File: src/rtl/hw_demux_fifo.sv
// hw_demux_fifo: steers each input word to out0, out1, both or neither,
// with an independent DEPTH-entry FIFO and valid/ready handshake per output.
module hw_demux_fifo #(
    parameter int WIDTH = 3,
    parameter int DEPTH = 2,
    parameter int CW    = 8
) (
    input  logic             clk,
    input  logic             rst_n,
    input  logic [WIDTH-1:0] din,
    input  logic [1:0]       sel,
    input  logic             in_valid,
    output logic             in_ready,
    output logic [WIDTH-1:0] dout0,
    output logic             dout0_valid,
    input  logic             dout0_ready,
    output logic [WIDTH-1:0] dout1,
    output logic             dout1_valid,
    input  logic             dout1_ready,
    output logic [CW-1:0]    drop_cnt
);
    localparam int AW = $clog2(DEPTH);

    logic [1:0]       full, vld, push, pop, rdy;
    logic [WIDTH-1:0] head [2];
    logic             acc;
    logic [CW-1:0]    drop_q, drop_d;

    // Full comes from registered counts only, so in_ready never sees dout*_ready.
    assign in_ready = (sel == 2'd3) ? 1'b1 :
                      (sel == 2'd2) ? !full[0] && !full[1] :
                      (sel == 2'd1) ? !full[1] : !full[0];
    assign acc     = in_valid && in_ready;
    assign push[0] = acc && (sel == 2'd0 || sel == 2'd2);
    assign push[1] = acc && (sel == 2'd1 || sel == 2'd2);
    assign rdy     = {dout1_ready, dout0_ready};
    assign pop     = vld & rdy;
    assign drop_d  = (acc && sel == 2'd3 && drop_q != '1) ? drop_q + CW'(1) : drop_q;

    for (genvar g = 0; g < 2; g++) begin : g_fifo
        logic [WIDTH-1:0] mem_q [DEPTH];
        logic [AW-1:0]    rd_q, wr_q;
        logic [AW:0]      cnt_q, cnt_d;
        assign cnt_d   = cnt_q + (AW+1)'(push[g]) - (AW+1)'(pop[g]);
        assign full[g] = cnt_q == (AW+1)'(DEPTH);
        assign vld[g]  = cnt_q != '0;
        assign head[g] = mem_q[rd_q];
        always_ff @(posedge clk) begin
            if (!rst_n) begin
                mem_q <= '{default: '0};
                rd_q  <= '0;
                wr_q  <= '0;
                cnt_q <= '0;
            end else begin
                if (push[g]) begin
                    mem_q[wr_q] <= din;
                    wr_q        <= wr_q + AW'(1);
                end
                if (pop[g]) rd_q <= rd_q + AW'(1);
                cnt_q <= cnt_d;
            end
        end
    end

    always_ff @(posedge clk) begin
        if (!rst_n) drop_q <= '0;
        else        drop_q <= drop_d;
    end

    assign dout0       = head[0];
    assign dout1       = head[1];
    assign dout0_valid = vld[0];
    assign dout1_valid = vld[1];
    assign drop_cnt    = drop_q;
endmodule

File: config.mk
export PLATFORM = sky130hd
export DESIGN_NAME = hw_demux_fifo
export DESIGN_NICKNAME = d
export VERILOG_FILES = /design/src/rtl/hw_demux_fifo.sv
export SDC_FILE = /design/constraint.sdc
export NUM_CORES = 1
export LEC_CHECK = 0
export CAP_MARGIN = 20
export CORE_MARGIN = 2
export CORE_UTILIZATION = 55
export CTS_CLUSTER_DIAMETER = 120
export CTS_CLUSTER_SIZE = 8
export DETAILED_ROUTE_END_ITERATION = 12
export GPL_ROUTABILITY_DRIVEN = 0
export PLACE_DENSITY = 0.94
export SYNTH_ARGS = -nofsm -noshare
export SYNTH_HDL_FRONTEND = slang
export SYNTH_SLANG_ARGS = --single-unit
export TNS_END_PERCENT = 10
File: constraint.sdc
create_clock -name clk -period 6.6 [get_ports clk]
set_clock_uncertainty 0.15 [all_clocks]
set_input_delay 1.65 -clock clk [delete_from_list [all_inputs] [get_ports clk]]
set_output_delay 1.65 -clock clk [all_outputs]
set_load 0.05 [all_outputs]
==> impl_metrics.ini <==
[routing]
route.met2.wl_mm = 1.58
routed_via_density = 5.50
routed-wl-met3_um = 109
drt_wl_total_mm = 2.97
ant_nets = 0
drcViolationCount = 0
avgRoutedWirePerCell_um = 14.3
vias = 1144
wl_met1_mm = 1.27
drt-initial-drc-count = 20
topRoutingLayerUsed = met4
first_pass_iters = 4

[critical_path]
crit_fanout = 7
rr_endpoint = g_fifo[0].cnt_q[1]
end_kind = output port
critPathMaxStageDelay_ns = 0.80
cpMostUsedCell = clkdlybuf4s50_1
cp-start-kind = input pin
crit_path_cell_trace = clkdlybuf4s50_1 -> inv_1 -> ha_1 -> nor2_1 -> o2bb2ai_4 -> nand2_1 -> clkdlybuf4s50_1
arrival_ns = 3.68
cp.required_ns = 4.80
critPathBufInv = 3
cp_slowest_cell = clkdlybuf4s50_1
path_class = input pin to output port
ff2ff_setup_slack_ns = 4.60
ff2ff_path_depth = 8
crit_start = sel[0]
r2r-start = g_fifo[0].cnt_q[1]
crit_family = buffers and inverters

[logic_synthesis]
syn-num-nets = 170
ys.flop_type = dfxtp_1
synth.avg_cell_area_um2 = 9.72
yosys_warnings = 0
synth_area_um2 = 1470
synthArstFlopShare_pct = 0
synth_cell_types = 34
ys_ff_latch = 28
ys_seq_area_share_pct = 38.2
syn_inst = 151
synth_edf_count = 0

[power_and_ir_drop]
pwr-share-clk_pct = 16.6
ir_worst_vdd_mv = 0.199
p_seq_share_pct = 41.7
leakage_uw = 0.000710
power_frac_comb_pct = 41.7
cellPowerDensity_nw_per_um2 = 284
swShare_pct = 38.0
p_int_uw = 316
power_uw = 509
p_switching_uw = 193

[place]
dp_hpwl_mm = 2.28
post-place-ws_ns = 1.11
port_buffers = 26

[finish]
antenna_cells = 0
mostFrequentLayoutCells = dfxtp_1, clkdlybuf4s50_1, nand2_1
post-route-util_pct = 71.6
layout_commonest_cell = dfxtp_1
fin_nets = 198
fillers = 195
drive_gt1_share_pct = 11.2
syn_to_final_growth_pct = 22.0

[clock_tree]
clkSinkCount = 28
clock_latency_ns = 0.33
ctsLongestPathBuffers = 2
cts_resized = 0
clk_pin_slew_ns = 0.15
postCtsHoldBufs = 0
cts_tree = done
cts_made_buffers = 3
cts-root-buf = clkbuf_4
postCtsSetupBuffers = 0
cts_max_level = 1

[floorplan]
die_h_um = 55.7
rows = 18
dieArea_um2 = 3100
initial_core_util_pct = 58.7
die_w_um = 55.7
core_um2 = 2500
pin_count = 27

[timing]
period_minus_slack_ns = 5.48
slew_headroom_pct = 48.2
grt_setup_unrepaired = false
timing.final.ws_setup_ns = 1.12
setup_viol = 0
fin_setup_tns_ns = 0
hold_viol = 0
fin_crit_sh_pct = 83.1
maxSlewViolCount = 0
fmax_mhz = 182
tightestPinTransition_ns = 0.775

[grt]
grt_start_max_net_pins = 25
gr-total-overflow = 0
grt_pass1_wl_mm = 5.04
antenna_found_initial = 0
first_global_vias = 1158
grt_use_total_pct = 20.0

[worst_hold_path]
hold_start = g_fifo[1].mem_q[2]
min_path_cells = 2
whs_endpoint = g_fifo[1].mem_q[2]
min_path_type = register to register

[outcome]
status = finished, final reports clean

[run]
max-cap-violations = 0
layer usage:
metal  vias up  GRT usage, %
met4         0          5.23
met3         2          3.26
met5         -             0
li1        567             -
met1       549          23.1
met2        26          37.8
logic make-up after synthesis:
logic type | Yosys count | share of synthesized area, %
xor+xnor | 8 | 4.77
fa+ha+maj | 9 | 7.67
simple gates | 54 | 18.3
buf+inv | 12 | 3.07
mux | 22 | 15.5
flops | 28 | 38.2
compound gates | 18 | 12.4
worst max path at each step:
stage                     depth (start not counted)       end  slack, ns
final                                             7  in_ready       1.12
after global routing                              7  in_ready       1.02
after floorplan                                   5  in_ready       2.20
after global placement                            7  in_ready       1.15
after CTS                                         7  in_ready       1.12
after detailed placement                          7  in_ready       1.11
worst reg2reg max path: stages, from the launching register on:
cell and delay [ns]:
dfxtp_1 0.40, or2_2 0.32, and2_1 0.19, ha_1 0.30
inv_1 0.06, ha_1 0.14, xor2_1 0.18, xnor2_1 0.13
nor2_1 0.05
synthesized netlist by cell type, drive strengths merged, types with 3 or more instances:
library cell  number  area share [%]
nand2             23             5.9
a211oi             4             4.1
nor2              10             2.6
and2               5             2.1
xor2               4             2.4
inv                9             2.3
nand2b             3             1.8
mux2               6             4.6
a21oi              4             1.4
clkbuf             3            0.77
ha                 9             7.7
xnor2              4             2.4
mux2i             16              11
nand3              3             1.0
dfxtp             28              38
o21ai              3             1.3
a31oi              3             2.3
through the flow:
stage | cells | instance area [um^2] | hold slack [ns]
after CTS | 208 | 1790 | 0.323
after floorplan | 151 | 1470 | 0.281
after detailed placement | 204 | 1750 | 0.301
after global routing | 208 | 1790 | 0.344
after global placement | 204 | 1750 | 0.290
final | 208 | 1790 | 0.323
power by group through the flow:
stage | combinational, uW | sequential, uW | clock, uW
3_5_place_dp | 213 | 215 | 0
3_3_place_gp | 207 | 214 | 0
6_report | 212 | 212 | 84.6
2_1_floorplan | 163 | 212 | 0
5_1_grt | 230 | 216 | 91.6
4_1_cts | 214 | 212 | 84.5
sequential cells by signal, summed over array words and instances (netlist names):
name,flops
g_fifo.cnt_q,4
g_fifo.mem_q,12
g_fifo.wr_q,2
drop_cnt,8
g_fifo.rd_q,2
layout make-up:
type	count	area [um^2]	share of cell area [%]
clock buffer	4	36.3	2.03
multi-input combinational	111	862	48.1
inverter	9	33.8	1.89
sequential	28	561	31.3
tap	30	37.5	2.10
timing repair buffer	26	260	14.5
No activity file was read; power rests on OpenSTA's default activity.
